File: src/rtl/pkt_ser.sv
// Packet serialiser: captures a parallel word and emits LANES bits per enabled beat.
// A one-deep holding register lets the next packet follow with no idle cycle.
//
// state    | meaning
// ---------+--------------------------------------------------------------
// ST_IDLE  | no packet in flight; dout=0, waiting for pkt_rec
// ST_SHIFT | packet in sr being emitted, one beat per pkt_flg=1 edge
module pkt_ser #(
   parameter int DATA_W    = 64,
   parameter int LANES     = 1,
   parameter bit MSB_FIRST = 1'b1
) (
   input  logic              clk,
   input  logic              rst,
   input  logic [DATA_W-1:0] din,
   input  logic              pkt_rec,
   input  logic              pkt_flg,
   output logic [LANES-1:0]  dout,
   output logic              dout_vld,
   output logic              busy,
   output logic              done,
   output logic              ovf
);

   localparam int BEATS = DATA_W / LANES;
   localparam int CNT_W = (BEATS > 1) ? $clog2(BEATS) : 1;
   localparam logic [CNT_W-1:0] LAST_CNT = CNT_W'(BEATS - 1);

   typedef enum logic {
      ST_IDLE  = 1'b0,
      ST_SHIFT = 1'b1
   } state_t;

   state_t            state_q, state_d;
   logic [DATA_W-1:0] sr_q, sr_d;
   logic [DATA_W-1:0] hr_q, hr_d;
   logic              hr_full_q, hr_full_d;
   logic [CNT_W-1:0]  cnt_q, cnt_d;
   logic              done_q, done_d;
   logic              ovf_q, ovf_d;

   logic [DATA_W-1:0] sr_shifted;
   logic              shift_edge;
   logic              last_beat;
   logic              hr_to_sr;
   logic              direct_reload;

   assign shift_edge    = (state_q == ST_SHIFT) & pkt_flg;
   assign last_beat     = shift_edge & (cnt_q == LAST_CNT);
   assign hr_to_sr      = last_beat & hr_full_q;
   assign direct_reload = last_beat & ~hr_full_q & pkt_rec;

   // Zero fill; with LANES==DATA_W the whole word clears on the single beat.
   assign sr_shifted = MSB_FIRST ? (sr_q << LANES) : (sr_q >> LANES);

   always_ff @(posedge clk or negedge rst) begin
      if (!rst) begin
         state_q <= ST_IDLE;
      end else begin
         state_q <= state_d;
      end
   end

   always_comb begin
      state_d = state_q;
      case (state_q)
         ST_IDLE: begin
            if (pkt_rec) begin
               state_d = ST_SHIFT;
            end
         end
         ST_SHIFT: begin
            if (last_beat && !hr_full_q && !pkt_rec) begin
               state_d = ST_IDLE;
            end
         end
         default: state_d = ST_IDLE;
      endcase
   end

   always_comb begin
      dout     = MSB_FIRST ? sr_q[DATA_W-1 -: LANES] : sr_q[LANES-1:0];
      dout_vld = (state_q == ST_SHIFT);
      busy     = (state_q == ST_SHIFT) | hr_full_q;
      done     = done_q;
      ovf      = ovf_q;
   end

   always_comb begin
      sr_d      = sr_q;
      hr_d      = hr_q;
      hr_full_d = hr_full_q;
      cnt_d     = cnt_q;
      done_d    = 1'b0;
      ovf_d     = 1'b0;

      if (state_q == ST_IDLE) begin
         if (pkt_rec) begin
            sr_d  = din;
            cnt_d = '0;
         end
      end else begin
         if (shift_edge) begin
            sr_d  = sr_shifted;
            cnt_d = cnt_q + CNT_W'(1);
         end

         if (last_beat) begin
            done_d = 1'b1;
            cnt_d  = '0;
            if (hr_full_q) begin
               sr_d      = hr_q;
               hr_full_d = 1'b0;
            end else if (pkt_rec) begin
               sr_d = din;
            end
         end

         // A load on the edge that empties hr refills it instead of dropping.
         if (pkt_rec && !direct_reload) begin
            if (!hr_full_q || hr_to_sr) begin
               hr_d      = din;
               hr_full_d = 1'b1;
            end else begin
               ovf_d = 1'b1;
            end
         end
      end
   end

   always_ff @(posedge clk or negedge rst) begin
      if (!rst) begin
         sr_q      <= '0;
         hr_q      <= '0;
         hr_full_q <= 1'b0;
         cnt_q     <= '0;
         done_q    <= 1'b0;
         ovf_q     <= 1'b0;
      end else begin
         sr_q      <= sr_d;
         hr_q      <= hr_d;
         hr_full_q <= hr_full_d;
         cnt_q     <= cnt_d;
         done_q    <= done_d;
         ovf_q     <= ovf_d;
      end
   end

endmodule

File: config.mk
export PLATFORM = sky130hd
export DESIGN_NAME = pkt_ser
export DESIGN_NICKNAME = d
export VERILOG_FILES = /design/src/rtl/pkt_ser.sv
export SDC_FILE = /design/constraint.sdc
export NUM_CORES = 1
export LEC_CHECK = 0
export ABC_AREA = 1
export BUFFER_PORTS_ARGS = -buffer_cell sky130_fd_sc_hd__clkbuf_2
export CORE_ASPECT_RATIO = 1.75
export CORE_MARGIN = 3
export CORE_UTILIZATION = 40
export CTS_CLUSTER_DIAMETER = 50
export DETAILED_ROUTE_END_ITERATION = 6
export GPL_ROUTABILITY_DRIVEN = 0
export GPL_TIMING_DRIVEN = 0
export PLACE_DENSITY = 0.57
export SYNTH_ARGS = -nofsm -noshare
export SYNTH_HDL_FRONTEND = slang
export SYNTH_SLANG_ARGS = --single-unit
File: constraint.sdc
create_clock -name clk -period 3.2 [get_ports clk]
set_input_delay 0.96 -clock clk [delete_from_list [all_inputs] [get_ports clk]]
set_output_delay 0.96 -clock clk [all_outputs]
set_load 0.005 [all_outputs]
==> results.yml <==
routing:
  routed-via-count: 7107
  drt-total-wl_um: 22300
  drt-pass1-iter-count: 6
  wire_per_inst_um: 16.9
  drtAntennaViolNets: 0
  vias_per_cell: 5.40
  drtIter0Drc: 354
  drc: 0
worst_setup_path:
  critPathLaunchType: "register"
  worstSetupEndpointType: "primary output"
  cp_data_arrival_time_ns: 1.71
  critical_path_class: "reg2out"
  r2r-start: "cnt_q[0]$_DFFE_PN0P_"
  reg2reg_slack_ns: 1.14
  r2r_end: "sr_q[49]$_DFFE_PN0P_"
  required_ns: 2.24
  rr_worst_depth: 7
  cp_max_fo: 10
timing:
  clock_skew_ns: 0.00799
  rsz0062_at_grt: "no"
  tightest_slew_ns: 0.715
  fin_crit_sh: 0.833
  fmax_mhz: 375
  setup_tns_ns: 0
  finalHoldViolCount: 0
  finalSetupViolations: 0
  relSlewSlack: 0.522
  period_minus_slack_ns: 2.67
  drv_slew: 0
run_status:
  status: "completed"
pwr:
  cellLeakagePower_nw: 4.33
  power_density_mw_per_mm2: 519
  peakVddDrop_mv: 0.317
grt:
  grt.busiest_layer: "met2"
  antenna_found_initial: 0
  use_met3: 0.0331
  grt_pass1_wl_um: 36700
  grt_overflow_total: 0
  grt_util_met2: 0.410
  grt_util_met1: 0.262
  grt_pass1_vias: 7336
  grt_max_degree: 71
  grt_usage: 0.227
clock_network:
  tritoncts: "built"
  numCtsBuffers: 17
  clk_latency_ns: 0.42
  cts.clk_slew.worst_paths_ns: 0.05
  cts_sinks: 138
  cts_buffer_depth: 2
  root_buffer: "clkbuf_16"
  post-cts-setup-buffers: 0
  htree_levels: 4
  cts_hold_buf: 0
  cts_resized: 0
die:
  rows: 65
  die_x_um: 110
  core_mm2: 0.0183
  die_y_um: 188
  initial_utilization: 0.413
  ios: 73
  die_area_mm2: 0.0206
layout:
  layout_commonest_cell: "nand2_1"
  drive_gt1_frac: 0.148
  final_util: 0.486
  n_antenna_cell: 0
  num-nets-final: 1137
  final_cell_mix: "nand2_1 (269), nand3_1 (256), dfrtp_1 (138)"
  areaGrowthSynthToFinish_pct: 17.6
worst_hold_path:
  hp-class: "reg2reg"
  min_from: "hr_q[23]$_DFFE_PN0P_"
  whs_endpoint: "hr_q[23]$_DFFE_PN0P_"
  hold_path_depth: 2
logic_synthesis:
  ys_warn_count: 0
  synth_fp_nets: 1046
  synth_seq_area_share: 0.457
  synth_compound_area_frac: 0.155
  ys.flop_type: "dfrtp_1"
  syn_inst: 977
  yosys.area_share.simple: 0.317
  syn_area_mm2: 0.00756
  synth-async-reset-ratio: 1.00
  synth_top_family_by_area: "simple AND/OR/NAND/NOR gates"
  ys_ff_latch: 138
  avgSynthCellArea_um2: 7.74
  synth-xor-area-share: 0.00116
  synth-edff-count: 0
  synth.distinct_cells: 30
  synth_mux_area_frac: 0
  synth_fa_ha_area_frac: 0.00166
place:
  hpwl_um: 15400
  io_buffer_count: 71
run:
  max-cap-violations: 0
==> cells in the mapped netlist (7+ instances only) <==
cell type,n,area share
dfrtp_1,138,0.46
o21ai_1,60,0.040
nand3_1,256,0.17
a21boi_1,11,0.011
o21ai_0,10,0.0066
a21oi_1,64,0.042
clkbuf_1,32,0.016
inv_1,8,0.0040
buf_2,31,0.021
buf_1,7,0.0035
a21boi_0,52,0.052
nand2_1,269,0.13
buf_6,14,0.021
==> logic make-up (layout without fill, tap and decap cells) <==
family	after synthesis	after routing
flip-flops	138	138
buffers and inverters	98	202
AND/OR/NAND/NOR	538	538
AO/OA/AOI/OAI	201	201
adder cells (fa/ha/maj)	1	1
XOR/XNOR	1	1
==> where the power goes <==
part           internal, W  switching (W)
logic             0.000201       0.000277
clock network      0.00139       0.000744
registers          0.00188       0.000114
==> routing by layer <==
metal | routed length (um) | up-vias
li1 | - | 3525
met1 | 8910 | 3411
met2 | 12100 | 138
met3 | 645 | 33
met4 | 563 | 0
met5 | 0 | -
==> worst max-delay path, cell delays in order, from the launching register on <==
cell and delay (ns):
dfrtp_1 0.36, buf_2 0.22, buf_1 0.37, nor2_1 0.15, inv_1 0.08, clkbuf_2 0.10
==> final cells by class <==
cell class / instances / area (um2)
buffer: 88 / 482
clock buffer: 27 / 543
clock inverter: 5 / 103
fill: 1880 / 9410
inverter: 10 / 37.5
multi-input combinational: 741 / 3590
sequential: 138 / 3450
tap: 234 / 293
timing repair buffer: 72 / 392
==> worst max-delay path by stage <==
stage                            start                   end  slack, ns  cells after the start
finish              dout_vld$_DFF_PN0_                  busy       0.53                      5
global route        dout_vld$_DFF_PN0_                  busy       0.40                      5
CTS                 dout_vld$_DFF_PN0_                  busy       0.53                      5
detailed placement             pkt_flg  sr_q[58]$_DFFE_PN0P_       0.51                      7
global placement                   rst  hr_q[32]$_DFFE_PN0P_      -1.40                      1
floorplan                      pkt_flg  hr_q[10]$_DFFE_PN0P_       1.09                     10
==> stage by stage <==
step	setup slack, ns	instance area [um2]	hold slack (ns)	std cells	total power (W)
floorplan	1.09	7560	0.447	977	0.00230
global placement	-1.40	8210	0.460	1282	0.00250
detailed placement	0.513	8240	0.467	1283	0.00251
CTS	0.529	8890	0.479	1315	0.00466
global route	0.400	8890	0.496	1315	0.00482
finish	0.533	8890	0.474	1315	0.00461
==> registers in the layout (all words and copies together), names as in the netlist <==
| signal | cells |
|---|---|
| hr_q | 64 |
| sr_q | 64 |
| cnt_q | 6 |
| done | 1 |
| dout_vld | 1 |
| hr_full_q | 1 |
| ovf | 1 |
(Power assumes the default switching activity.)
